===== src/rtl/regfile_pkg.sv =====
// Shared types and default sizes for the integer register file.
package regfile_pkg;

    // Register file control state: power-up sweep, normal operation, requested sweep
    typedef enum logic [1:0] {
        RF_INIT  = 2'd0,
        RF_RUN   = 2'd1,
        RF_CLEAR = 2'd2
    } rf_state_t;

    localparam int RF_XLEN  = 32;
    localparam int RF_NREGS = 32;
    localparam int RF_NRD   = 2;

endpackage


===== src/rtl/regfile_clear_seq.sv =====
// Clear sequencer for regfile_nport: walks ptr over registers 1..NREGS-1 writing
// zero after reset or on clr_req, and raises ready once the sweep has finished.
module regfile_clear_seq
    import regfile_pkg::*;
#(
    parameter int NREGS = RF_NREGS
) (
    input  logic                       clk,
    input  logic                       rst,
    input  logic                       clr_req,
    output rf_state_t                  state,
    output logic                       ready,
    output logic                       clr_we,
    output logic [$clog2(NREGS)-1:0]   clr_addr
);

    localparam int AW = $clog2(NREGS);
    localparam logic [AW-1:0] PTR_FIRST = AW'(1);
    localparam logic [AW-1:0] PTR_LAST  = AW'(NREGS - 1);

    rf_state_t       state_reg, state_next;
    logic [AW-1:0]   ptr_reg,   ptr_next;
    logic            ready_reg, ready_next;

    // State, sweep pointer and ready flag; reset restarts the sweep at register 1
    always_ff @(posedge clk or negedge rst) begin
        if (!rst) begin
            state_reg <= RF_INIT;
            ptr_reg   <= PTR_FIRST;
            ready_reg <= 1'b0;
        end else begin
            state_reg <= state_next;
            ptr_reg   <= ptr_next;
            ready_reg <= ready_next;
        end
    end

    // Next-state logic: sweep until the last register is cleared, then run
    always_comb begin
        state_next = state_reg;
        ptr_next   = ptr_reg;
        ready_next = ready_reg;
        case (state_reg)
            RF_INIT, RF_CLEAR: begin
                // clr_req is ignored here: a sweep in progress never restarts
                ptr_next = ptr_reg + AW'(1);
                if (ptr_reg == PTR_LAST) begin
                    state_next = RF_RUN;
                    ptr_next   = PTR_FIRST;
                    ready_next = 1'b1;
                end
            end
            RF_RUN: begin
                if (clr_req) begin
                    state_next = RF_CLEAR;
                    ptr_next   = PTR_FIRST;
                    ready_next = 1'b0;
                end
            end
            default: begin
                state_next = RF_INIT;
                ptr_next   = PTR_FIRST;
                ready_next = 1'b0;
            end
        endcase
    end

    assign state    = state_reg;
    assign ready    = ready_reg;
    assign clr_we   = (state_reg != RF_RUN);
    assign clr_addr = ptr_reg;

endmodule


===== src/rtl/regfile_nport.sv =====
// N-read-port integer register file with x0 hardwired to zero and a hardware
// clear sweep. Optional macro REGFILE_BYPASS_EN forwards same-cycle write data
// to matching read ports; without it reads see the old contents until the next cycle.
module regfile_nport
    import regfile_pkg::*;
#(
    parameter int XLEN  = RF_XLEN,
    parameter int NREGS = RF_NREGS,
    parameter int NRD   = RF_NRD
) (
    input  logic                              clk,
    input  logic                              rst,
    input  logic                              we,
    input  logic [$clog2(NREGS)-1:0]          waddr,
    input  logic [XLEN-1:0]                   wdata,
    input  logic [NRD*$clog2(NREGS)-1:0]      raddr,
    output logic [NRD*XLEN-1:0]               rdata,
    input  logic                              clr_req,
    output logic                              ready,
    output logic                              wr_drop
);

    localparam int AW  = $clog2(NREGS);
    localparam int AW1 = AW + 1;
    // One extra bit keeps the range compare meaningful when NREGS is a power of two
    localparam logic [AW:0] NREGS_W = AW1'(NREGS);

    rf_state_t       state;
    logic            clr_we;
    logic [AW-1:0]   clr_addr;
    logic            waddr_ok;
    logic            user_we;
    logic            drop_now;
    logic            wr_drop_reg;

    logic [XLEN-1:0] mem [NREGS];

    regfile_clear_seq #(
        .NREGS (NREGS)
    ) u_clear_seq (
        .clk      (clk),
        .rst      (rst),
        .clr_req  (clr_req),
        .state    (state),
        .ready    (ready),
        .clr_we   (clr_we),
        .clr_addr (clr_addr)
    );

    assign waddr_ok = ({1'b0, waddr} < NREGS_W);
    // A user write lands only in RUN, without a competing clear, to a real register
    assign user_we  = we && (state == RF_RUN) && !clr_req && waddr_ok && (waddr != '0);
    // Writes to x0 vanish silently; every other rejected write is reported
    assign drop_now = we && ((state != RF_RUN) || clr_req || !waddr_ok);

    // Report a discarded write one cycle after it was attempted
    always_ff @(posedge clk or negedge rst) begin
        if (!rst) begin
            wr_drop_reg <= 1'b0;
        end else begin
            wr_drop_reg <= drop_now;
        end
    end

    assign wr_drop = wr_drop_reg;

    // Storage: the sweep owns the write port until it completes
    always_ff @(posedge clk) begin
        if (clr_we) begin
            mem[clr_addr] <= '0;
        end else if (user_we) begin
            mem[waddr] <= wdata;
        end
    end

    // Independent combinational read ports
    for (genvar gi = 0; gi < NRD; gi++) begin : g_rd
        logic [AW-1:0] ra;
        logic          ra_ok;

        assign ra    = raddr[gi*AW +: AW];
        assign ra_ok = ready && (ra != '0) && ({1'b0, ra} < NREGS_W);

`ifdef REGFILE_BYPASS_EN
        logic fwd;
        assign fwd = user_we && (ra == waddr);
        assign rdata[gi*XLEN +: XLEN] = !ra_ok ? '0 : (fwd ? wdata : mem[ra]);
`else
        assign rdata[gi*XLEN +: XLEN] = ra_ok ? mem[ra] : '0;
`endif
    end

endmodule

===== config.mk =====
export PLATFORM = sky130hd
export DESIGN_NAME = regfile_nport
export DESIGN_NICKNAME = d
export VERILOG_FILES = /design/src/rtl/regfile_pkg.sv /design/src/rtl/regfile_clear_seq.sv /design/src/rtl/regfile_nport.sv
export SDC_FILE = /design/constraint.sdc
export NUM_CORES = 1
export LEC_CHECK = 0
export BUFFER_PORTS_ARGS = -buffer_cell sky130_fd_sc_hd__buf_2
export CAP_MARGIN = 10
export CORE_UTILIZATION = 34
export CTS_CLUSTER_DIAMETER = 120
export DETAILED_ROUTE_END_ITERATION = 12
export PLACE_DENSITY = 0.5
export RECOVER_POWER = 50
export SYNTH_ARGS = -nofsm -noshare
export SYNTH_HDL_FRONTEND = slang
export SYNTH_SLANG_ARGS = --single-unit

===== constraint.sdc =====
create_clock -name clk -period 4.35 [get_ports clk]
set_input_delay 0.2175 -clock clk [delete_from_list [all_inputs] [get_ports clk]]
set_output_delay 0.2175 -clock clk [all_outputs]
set_load 0.1 [all_outputs]

==> impl_metrics.env <==
export IMPL_cp_start_kind="flip-flop"
export IMPL_crit_required_ns=4.13
export IMPL_holdPathStages=2
export IMPL_p_leak_nw=18.79
export IMPL_synth_top_area_share=0.6334
export IMPL_timing_final_hold_violations=0
export IMPL_power_density_mw_per_mm2=455.8
export IMPL_antenna_left=0
export IMPL_final_nets=3151
export IMPL_ys_ff_latch=1032
export IMPL_crit_fanout=17
export IMPL_ys_seq_area_frac=0.6375
export IMPL_final_cell_mix="1024 x edfxtp_1, 261 x mux2i_1, 252 x mux4_2"
export IMPL_start_util=0.3429
export IMPL_drive_above_1_share=0.2844
export IMPL_maxCapViolCount=27
export IMPL_crit_arrival_ns=3.87
export IMPL_clk_latency_ns=0.73
export IMPL_critPathKind="reg -> out"
export IMPL_r2r_start="u_clear_seq.state[1]$_DFFE_PN0P_"
export IMPL_cts_made_buffers=108
export IMPL_first_iter_violations=3387
export IMPL_clk_pin_slew_worst_paths_ns=0.06
export IMPL_max_slew_worst_pin_slew_ns=1.970
export IMPL_cts_hold_buf=6
export IMPL_grt_overflow=0
export IMPL_rsz0062_at_grt="no"
export IMPL_ctsResizeCount=0
export IMPL_largest_reg_flops=1024
export IMPL_synth_top_cell_by_area="edfxtp_1"
export IMPL_n_antenna_cell=0
export IMPL_avgRoutedWirePerCell_um=34.57
export IMPL_place_inst=4869
export IMPL_irDropWorstVdd_mv=0.3280
export IMPL_slew_headroom=-0.3135
export IMPL_outcome="finished, violations left"
export IMPL_setup_worst_path_end_class="output port"
export IMPL_grt_pass1_wl_um=244000
export IMPL_via_count=31010
export IMPL_syn_cell_area_mm2=0.04855
export IMPL_internal_power_mw=18.02
export IMPL_core_rowCount=138
export IMPL_final_common_cell="edfxtp_1"
export IMPL_instances_no_fill=5076
export IMPL_netlist_instances=2945
export IMPL_worstReg2RegEnd="mem[31][27]$_DFFE_PP_"
export IMPL_fin_ws_ns=0.2673
export IMPL_synth_edf_count=1024
export IMPL_cts_root_buffer="clkbuf_16"
export IMPL_min_period_ns=4.083
export IMPL_fin_crit_sh=0.9386
export IMPL_die_area_mm2=0.1443
export IMPL_synth_area_top_cells="edfxtp_1 63%, mux4_2 12%, mux2i_1 5.4%"
export IMPL_sw_frac_of_total=0.2901
export IMPL_max_freq_ghz=0.2449
export IMPL_ys_warnings_count=0
export IMPL_yosysUniqueCellTypes=54
export IMPL_fin_setup_tns_ns=0
export IMPL_final_cell_area_mm2=0.05571
export IMPL_dp_hpwl_um=108000
export IMPL_finalSetupViolCount=0
export IMPL_switchingPower_mw=7.366
export IMPL_clock_sinks=1032
export IMPL_drc=0
export IMPL_async_flop_share=0.007752
export IMPL_dp_slack_ns=0.9404
export IMPL_skew_ns=0.02515
export IMPL_ios=117
export IMPL_gp_congestion=0.8689
export IMPL_p_seq_frac=0.484
export IMPL_post_cts_buffers=0
export IMPL_avgSynthCellArea_um2=16.49
export IMPL_slew_viol_final=754
export IMPL_rr_worst_depth=7
export IMPL_die_width_um=379.9
export IMPL_coreArea_mm2=0.1416
export IMPL_min_path_type="in -> reg"
export IMPL_synthToLayoutAreaGrowth_pct=14.74
export IMPL_whs_endpoint="mem[26][29]$_DFFE_PP_"
export IMPL_clock_path_buffers=3
export IMPL_hold_slack_ns=0.08503
export IMPL_cts_htree_levels=3
export IMPL_grt_pass1_vias=31290
export IMPL_synth_fp_nets=2998
export IMPL_grtUsageTotal=0.2390
export IMPL_synthFlopType="edfxtp_1"
export IMPL_antenna_found_initial=7
export IMPL_fp_dieH_um=379.9
export IMPL_clock_power_share=0.352
export IMPL_cts_tree="done"
export IMPL_routed_wl_um=175500
export IMPL_placed_area_mm2=0.05256
export IMPL_grt_max_degree=72
export IMPL_p_comb_frac=0.164
export IMPL_rrSetupSlack_ns=0.43
export IMPL_worstHoldStart="wdata[29]"
export IMPL_violations="capacitance limit, slew limit"
export IMPL_vias_per_cell=6.109
export IMPL_port_buffers=116
export IMPL_drtPass1Iterations=6
synth_stat cells, types with 37 or more instances:
cell type / n
and2_1: 37
nand2_1: 70
nor2b_1: 72
a22oi_1: 138
edfxtp_1: 1024
buf_2: 117
mux2i_1: 261
nand3_1: 122
clkbuf_1: 101
o21ai_0: 64
mux4_2: 252
o22ai_1: 66
mux2_2: 195
nand4_1: 55
a211oi_1: 66
how the worst max path moves through the flow:
| stage | startpoint | to | slack, ns | depth (start not counted) |
|---|---|---|---|---|
| finish | u_clear_seq.state[0]$_DFFE_PN0P_ | rdata[41] | 0.27 | 8 |
| global placement | u_clear_seq.state[1]$_DFFE_PN0P_ | mem[21][16]$_DFFE_PP_ | 0.99 | 6 |
| detailed placement | u_clear_seq.state[1]$_DFFE_PN0P_ | mem[21][20]$_DFFE_PP_ | 0.94 | 5 |
| CTS | u_clear_seq.state[0]$_DFFE_PN0P_ | rdata[41] | 0.28 | 8 |
| global route | u_clear_seq.state[0]$_DFFE_PN0P_ | rdata[41] | 0.23 | 8 |
| floorplan | u_clear_seq.state[0]$_DFFE_PN0P_ | mem[15][0]$_DFFE_PP_ | -1.02 | 5 |
cell type report:
cell class | instances | area (um^2)
clock buffers | 129 | 2803
clock inverters | 69 | 541.8
fillers | 13020 | 85880
inverters | 7 | 26.28
multi-input cells | 1662 | 16740
flip-flops and latches | 1032 | 30950
well taps | 1890 | 2365
repair buffers | 287 | 2276
cell families (layout without fill, tap and decap cells):
| logic type | after synthesis | count (layout) | share of synthesized area |
|---|---|---|---|
| buf+inv | 251 | 492 | 0.02402 |
| flops | 1032 | 1032 | 0.6375 |
| xor+xnor | 2 | 2 | 0.0003609 |
| compound gates | 486 | 486 | 0.06961 |
| simple gates | 464 | 464 | 0.05206 |
| fa+ha+maj | 2 | 2 | 0.0005153 |
| mux | 708 | 708 | 0.2159 |
worst max-delay path, stage by stage, from the launching register on:
cell and delay, ns:
dfrtp_1 0.47, buf_4 0.26, nor3b_4 0.38, buf_4 0.30, and2_1 0.37, buf_4 0.43, nand2_1 0.09, nand4_1 0.29
buf_2 0.51
per-layer routing:
metal  part of all wire  up-vias  GRT usage
li1                   -    12520          -
met1               0.41    16620     0.3179
met2               0.49     1526     0.3990
met3              0.070      339    0.03281
met4              0.034        0    0.08527
met5                  0        -          0
power groups by stage:
stage | Sequential [mW] | Combinational, mW | Clock [mW]
after floorplan | 12.4 | 2.42 | 0
after CTS | 12.3 | 4.30 | 9.06
after detailed placement | 12.5 | 4.28 | 0
after global routing | 12.4 | 4.30 | 9.38
after global placement | 12.4 | 4.25 | 0
final | 12.3 | 4.17 | 8.94
through the flow:
step | total power [mW] | util
floorplan | 14.78 | -
global placement | 16.64 | 0.3712
detailed placement | 16.74 | 0.3712
CTS | 25.60 | 0.3953
global route | 26.05 | 0.3934
finish | 25.39 | 0.3934
Power figures use the tool's default switching activity.
